[config.mk]
export PLATFORM = sky130hd
export DESIGN_NAME = tod_counter
export DESIGN_NICKNAME = d
export VERILOG_FILES = /design/src/rtl/tod_counter.sv
export SDC_FILE = /design/constraint.sdc
export NUM_CORES = 1
export LEC_CHECK = 0
export BUFFER_PORTS_ARGS = -buffer_cell sky130_fd_sc_hd__buf_2
export CAP_MARGIN = 25
export CORE_ASPECT_RATIO = 0.8
export CORE_MARGIN = 5
export CORE_UTILIZATION = 50
export CTS_CLUSTER_DIAMETER = 120
export DETAILED_ROUTE_END_ITERATION = 6
export PLACE_DENSITY = 0.78
export SYNTH_ARGS = -nofsm -noshare
export SYNTH_HDL_FRONTEND = slang
export SYNTH_SLANG_ARGS = --single-unit
export TNS_END_PERCENT = 10
[constraint.sdc]
create_clock -name clk -period 4.75 [get_ports clk]
set_clock_uncertainty 0.15 [all_clocks]
set_input_delay 0.475 -clock clk [delete_from_list [all_inputs] [get_ports clk]]
set_output_delay 0.475 -clock clk [all_outputs]
set_load 0.01 [all_outputs]
[src/rtl/tod_counter.sv]
// Time-of-day counter: seconds / minutes / hours advanced by an upstream
// one-cycle seconds tick, with field load, per-field adjust, run/pause,
// 12/24-hour display encoding and registered carry pulses.
module tod_counter #(
  parameter int unsigned SEC_BIT  = 6,
  parameter int unsigned MIN_BIT  = 6,
  parameter int unsigned HOUR_BIT = 5,
  parameter int unsigned SEC_MAX  = 59,
  parameter int unsigned MIN_MAX  = 59,
  parameter int unsigned HOUR_MAX = 23,
  localparam int unsigned SM_BIT  = (SEC_BIT > MIN_BIT) ? SEC_BIT : MIN_BIT,
  localparam int unsigned VAL_BIT = (SM_BIT > HOUR_BIT) ? SM_BIT : HOUR_BIT
) (
  input  logic                clk,
  input  logic                reset,
  input  logic                tick_in,
  input  logic                run,
  input  logic                mode_12h,
  input  logic                set_en,
  input  logic [1:0]          set_sel,
  input  logic [VAL_BIT-1:0]  set_val,
  input  logic                adj_inc,
  output logic [SEC_BIT-1:0]  sec,
  output logic [MIN_BIT-1:0]  minute,
  output logic [HOUR_BIT-1:0] hour,
  output logic [HOUR_BIT-1:0] hour_disp,
  output logic                pm,
  output logic                min_tick,
  output logic                hour_tick,
  output logic                day_tick,
  output logic                set_err
);

  localparam logic [SEC_BIT-1:0]  SEC_LAST  = SEC_BIT'(SEC_MAX);
  localparam logic [MIN_BIT-1:0]  MIN_LAST  = MIN_BIT'(MIN_MAX);
  localparam logic [HOUR_BIT-1:0] HOUR_LAST = HOUR_BIT'(HOUR_MAX);
  localparam int unsigned         HALF      = (HOUR_MAX + 1) / 2;
  localparam logic [HOUR_BIT-1:0] HALF_H    = HOUR_BIT'(HALF);

  localparam logic [1:0] SEL_SEC  = 2'd0;
  localparam logic [1:0] SEL_MIN  = 2'd1;
  localparam logic [1:0] SEL_HOUR = 2'd2;

  logic [SEC_BIT-1:0]  r_sec;
  logic [MIN_BIT-1:0]  r_min;
  logic [HOUR_BIT-1:0] r_hour;
  logic                r_min_tick;
  logic                r_hour_tick;
  logic                r_day_tick;
  logic                r_set_err;

  logic                w_adv;
  logic                w_sec_wrap;
  logic                w_min_wrap;
  logic                w_hour_wrap;
  logic [SEC_BIT-1:0]  w_sec_inc;
  logic [MIN_BIT-1:0]  w_min_inc;
  logic [HOUR_BIT-1:0] w_hour_inc;
  logic [SEC_BIT-1:0]  w_sec_val;
  logic [MIN_BIT-1:0]  w_min_val;
  logic [HOUR_BIT-1:0] w_hour_val;
  logic                w_load_ok;
  logic [HOUR_BIT-1:0] w_h12;

  // A tick is dropped (not deferred) whenever load or adjust claims the cycle.
  assign w_adv = tick_in & run & ~set_en & ~adj_inc;

  assign w_sec_wrap  = (r_sec  == SEC_LAST);
  assign w_min_wrap  = (r_min  == MIN_LAST);
  assign w_hour_wrap = (r_hour == HOUR_LAST);

  // Wrapping increments, shared by tick advance and per-field adjust.
  assign w_sec_inc  = w_sec_wrap  ? '0 : r_sec  + SEC_BIT'(1);
  assign w_min_inc  = w_min_wrap  ? '0 : r_min  + MIN_BIT'(1);
  assign w_hour_inc = w_hour_wrap ? '0 : r_hour + HOUR_BIT'(1);

  assign w_sec_val  = set_val[SEC_BIT-1:0];
  assign w_min_val  = set_val[MIN_BIT-1:0];
  assign w_hour_val = set_val[HOUR_BIT-1:0];

  // Load is accepted only for a real field and a truncated value within range.
  always_comb begin
    w_load_ok = 1'b0;
    case (set_sel)
      SEL_SEC:  w_load_ok = (w_sec_val  <= SEC_LAST);
      SEL_MIN:  w_load_ok = (w_min_val  <= MIN_LAST);
      SEL_HOUR: w_load_ok = (w_hour_val <= HOUR_LAST);
      default:  w_load_ok = 1'b0;
    endcase
  end

  // Counter fields and carry/error pulses; priority reset > load > adjust > tick.
  always_ff @(posedge clk) begin
    if (reset) begin
      r_sec       <= '0;
      r_min       <= '0;
      r_hour      <= '0;
      r_min_tick  <= 1'b0;
      r_hour_tick <= 1'b0;
      r_day_tick  <= 1'b0;
      r_set_err   <= 1'b0;
    end else begin
      r_min_tick  <= 1'b0;
      r_hour_tick <= 1'b0;
      r_day_tick  <= 1'b0;
      r_set_err   <= 1'b0;
      if (set_en) begin
        if (w_load_ok) begin
          case (set_sel)
            SEL_SEC:  r_sec  <= w_sec_val;
            SEL_MIN:  r_min  <= w_min_val;
            SEL_HOUR: r_hour <= w_hour_val;
            default:  ;
          endcase
        end else begin
          r_set_err <= 1'b1;
        end
      end else if (adj_inc) begin
        case (set_sel)
          SEL_SEC:  r_sec  <= w_sec_inc;
          SEL_MIN:  r_min  <= w_min_inc;
          SEL_HOUR: r_hour <= w_hour_inc;
          default:  ;
        endcase
      end else if (w_adv) begin
        // Whole cascade resolves in one edge; pulses line up with new values.
        r_sec      <= w_sec_inc;
        r_min_tick <= w_sec_wrap;
        if (w_sec_wrap) begin
          r_min       <= w_min_inc;
          r_hour_tick <= w_min_wrap;
          if (w_min_wrap) begin
            r_hour     <= w_hour_inc;
            r_day_tick <= w_hour_wrap;
          end
        end
      end
    end
  end

  // Display hour: identity in 24h mode, 1..HALF in 12h mode.
  always_comb begin
    w_h12     = r_hour % HALF_H;
    hour_disp = r_hour;
    if (mode_12h) begin
      hour_disp = (w_h12 == '0) ? HALF_H : w_h12;
    end
  end

  assign pm        = (r_hour >= HALF_H);
  assign sec       = r_sec;
  assign minute    = r_min;
  assign hour      = r_hour;
  assign min_tick  = r_min_tick;
  assign hour_tick = r_hour_tick;
  assign day_tick  = r_day_tick;
  assign set_err   = r_set_err;

endmodule

==> key figures <==
Status
  • Status: completed

Global routing
  • Global route overflow: 0
  • Initial antenna violation count: 0
  • Largest net degree at the start of global routing: 27
  • First-pass GRT wire length: 6699 um
  • Vias in the first global route: 1397
  • GR Util All Layers: 19.50%

Power and ir drop
  • Leak Pwr: 0.0007960 uW
  • VDD IR max: 0.1642 mV
  • Pwr Density: 227.9 nW/um2
  • Total power: 399.3 uW

Timing
  • Fin. Hold Viols: 0
  • Worst-margin pin slew: 0.5954 ns
  • Minimum clock period: 2.327 ns
  • Crit share post-route: 48.99%
  • Fmax: 0.4297 GHz
  • Setup violations, final: 0
  • RSZ-0062 raised after global routing: false
  • Hold WS: 0.3567 ns
  • Rel. slew slack: 60.22%
  • Final-report max-slew violation count: 0
  • Setup_tns: 0 ns

Route
  • Total Routed Length: 4092 um
  • DRC viols: 0
  • Vias per inst: 6.037
  • DR vias: 1612
  • Final ANT Viol Nets: 0
  • Routed WL per cell: 15.33 um
  • Drt initial violations: 109
  • Pre-antenna DRT Iters: 4

Synthesis
  • Compound-cell area share of the yosys netlist: 33.55%
  • Async set-reset flop share out of synthesis: 0%
  • Synth Area in XOR/XNOR: 0%
  • Synth area leader: dfxtp_1
  • Syn nets: 214
  • Primary FF master, synth: dfxtp_1
  • Post-synth EDFFs: 0
  • Seq cells post-synth: 21
  • Sequential fraction of the synthesis area: 27.84%
  • Cell count after synthesis: 195
  • Synth Warn #: 0
  • Largest family of logic cells by synthesized area: compound AO/OA/AOI/OAI gates
  • Average size of a mapped cell: 7.745 um2
  • Cell Area, Synth: 1510 um2
  • Largest cells by area after synthesis: dfxtp_1, a21oi_1, nand2_1
  • Adder-Cell Fraction of Synth Area: 3.314%
  • Post-Synth Simple-Gate Area: 24.52%
  • Mux cell area share after synthesis: 4.805%
  • Unique cell type count in the Yosys netlist: 47
  • Post-synth top area share: 27.84%

Clock network
  • CTS root buf: clkbuf_8
  • Clock buffer depth: 2
  • CTS resizes: 0
  • CTS tree: done
  • Hold-fix buffers at CTS: 0
  • Clock sinks: 21
  • Post CTS Setup Buffer Count: 0
  • Clock slew seen by the registers of the worst setup and hold paths: 0.08 ns
  • Later-pin clock latency in the skew report: 0.26 ns
  • CTS Buf Count: 3
  • CTS HTree Levels: 1

Place
  • Gpl congestion: 0.8467
  • I/O Buffers: 41
  • Dpl hpwl: 3038 um
  • Inst Count DP: 263

Setup path
  • CP Launch Type: flop
  • Critical Path AT: 1.70 ns
  • Crit path max fanout: 6
  • Critical Setup Path Class: reg2out
  • Critical Path RT: 4.12 ns
  • FF-to-FF path depth: 5
  • CP endpoint kind: primary output

Floorplan
  • Initial core utilization: 53.38%
  • Core ar.: 2829 um2
  • Die W: 71.45 um
  • FP Rows: 17
  • Total Die Area: 4226 um2
  • Top Ports: 42
  • Die H: 59.16 um

Final layout
  • FILL cells: 272
  • Non-Filler Instances: 267
  • Fraction of layout cells with a size suffix above 1: 21.83%
  • Final nets: 249
  • Most common cell after layout, fill and taps aside: buf_2
  • Area delta synth->final: 15.99%
  • Ant diodes: 0
  • Most frequent cells in the layout: buf_2, nand2_1, dfxtp_1, a21oi_1

Min path
  • Worst hold path class: reg2reg
  • Hold depth: 2

Flow run
  • Max-cap violations: 0
-- power breakdown --
part | leakage (uW) | switching, uW | total, uW | internal, uW
logic | 0.000602 | 51.0 | 85.8 | 34.9
registers | 0.000171 | 10.6 | 194 | 183
clock network | 0.0000228 | 59.9 | 120 | 59.8
total | 0.000796 | 121 | 399 | 278
-- metal layers --
layer	up-vias	wire (um)	track usage [%]	share of wire (%)
met3	4	354	5.424	8.7
met4	0	21	2.145	0.51
met1	730	1974	29.13	48
met2	68	1741	28.40	43
met5	-	0	0	0
li1	810	-	-	-
-- worst max-delay path, stage by stage, from the launching register on --
cell	delay, ns
dfxtp_1	0.44
inv_1	0.11
ha_1	0.27
o21ai_0	0.16
nand3_1	0.09
a22o_1	0.23
buf_2	0.13
-- path summary, 6_finish.rpt --
kind	startpoint	end	slack, ns
worst min register to register	minute[1]	minute[1]	0.36
worst max register to register	sec[0]	hour[0]	2.62
worst min-delay path	minute[1]	minute[1]	0.36
worst max-delay path	hour[0]	hour_disp[3]	2.42
-- cells in the mapped netlist, drive strengths merged (2+ instances only) --
master and n:
dfxtp 21, nand2 21, a21oi 17, nor2 12
o21ai 12, clkbuf 9, inv 9, and2 5
mux2i 5, nor3 5, o31ai 5, ha 4
nand3 4, o2111ai 4, o211ai 4, or3 4
a2111oi 3, a31oi 3, a32o 3, nand2b 3
nand3b 3, nor2b 3, o211a 3, a221oi 2
a22o 2, a311oi 2, a31o 2, and3b 2
buf 2, mux2 2, nand4 2, nor3b 2
o21a 2, or2 2
-- sequential cells by signal (all words and copies together) (netlist names) --
signal     flops
hour_tick      1
hour           5
min_tick       1
set_err        1
sec            6
day_tick       1
minute         6
-- metrics by stage --
stage | utilization (%) | setup WS (ns) | area [um2]
3_5_place_dp | 60.33 | 2.385 | 1707
2_1_floorplan | - | 2.614 | 1510
5_1_grt | 61.92 | 2.330 | 1752
4_1_cts | 61.92 | 2.445 | 1752
6_report | 61.92 | 2.423 | 1752
3_3_place_gp | 60.33 | 2.412 | 1707
-- cells by family (layout without fill, tap and decap cells) --
logic type                 after synthesis  count (layout)
AOI/OAI and AO/OA                       72              72
and+or+nand+nor                         71              71
DFF                                     21              21
buffers and inverters                   20              54
muxes                                    7               7
adders and majority gates                4               4
-- layout make-up --
type	instances	area (um2)	area share, %
sequential	21	420.4	24.00
timing repair buffer	41	205.2	11.71
multi-input combinational	154	999.7	57.07
inverter	9	33.78	1.929
clock buffer	4	45.04	2.571
tap	38	47.55	2.714
Note: power is estimated with default switching activity, not from simulation.
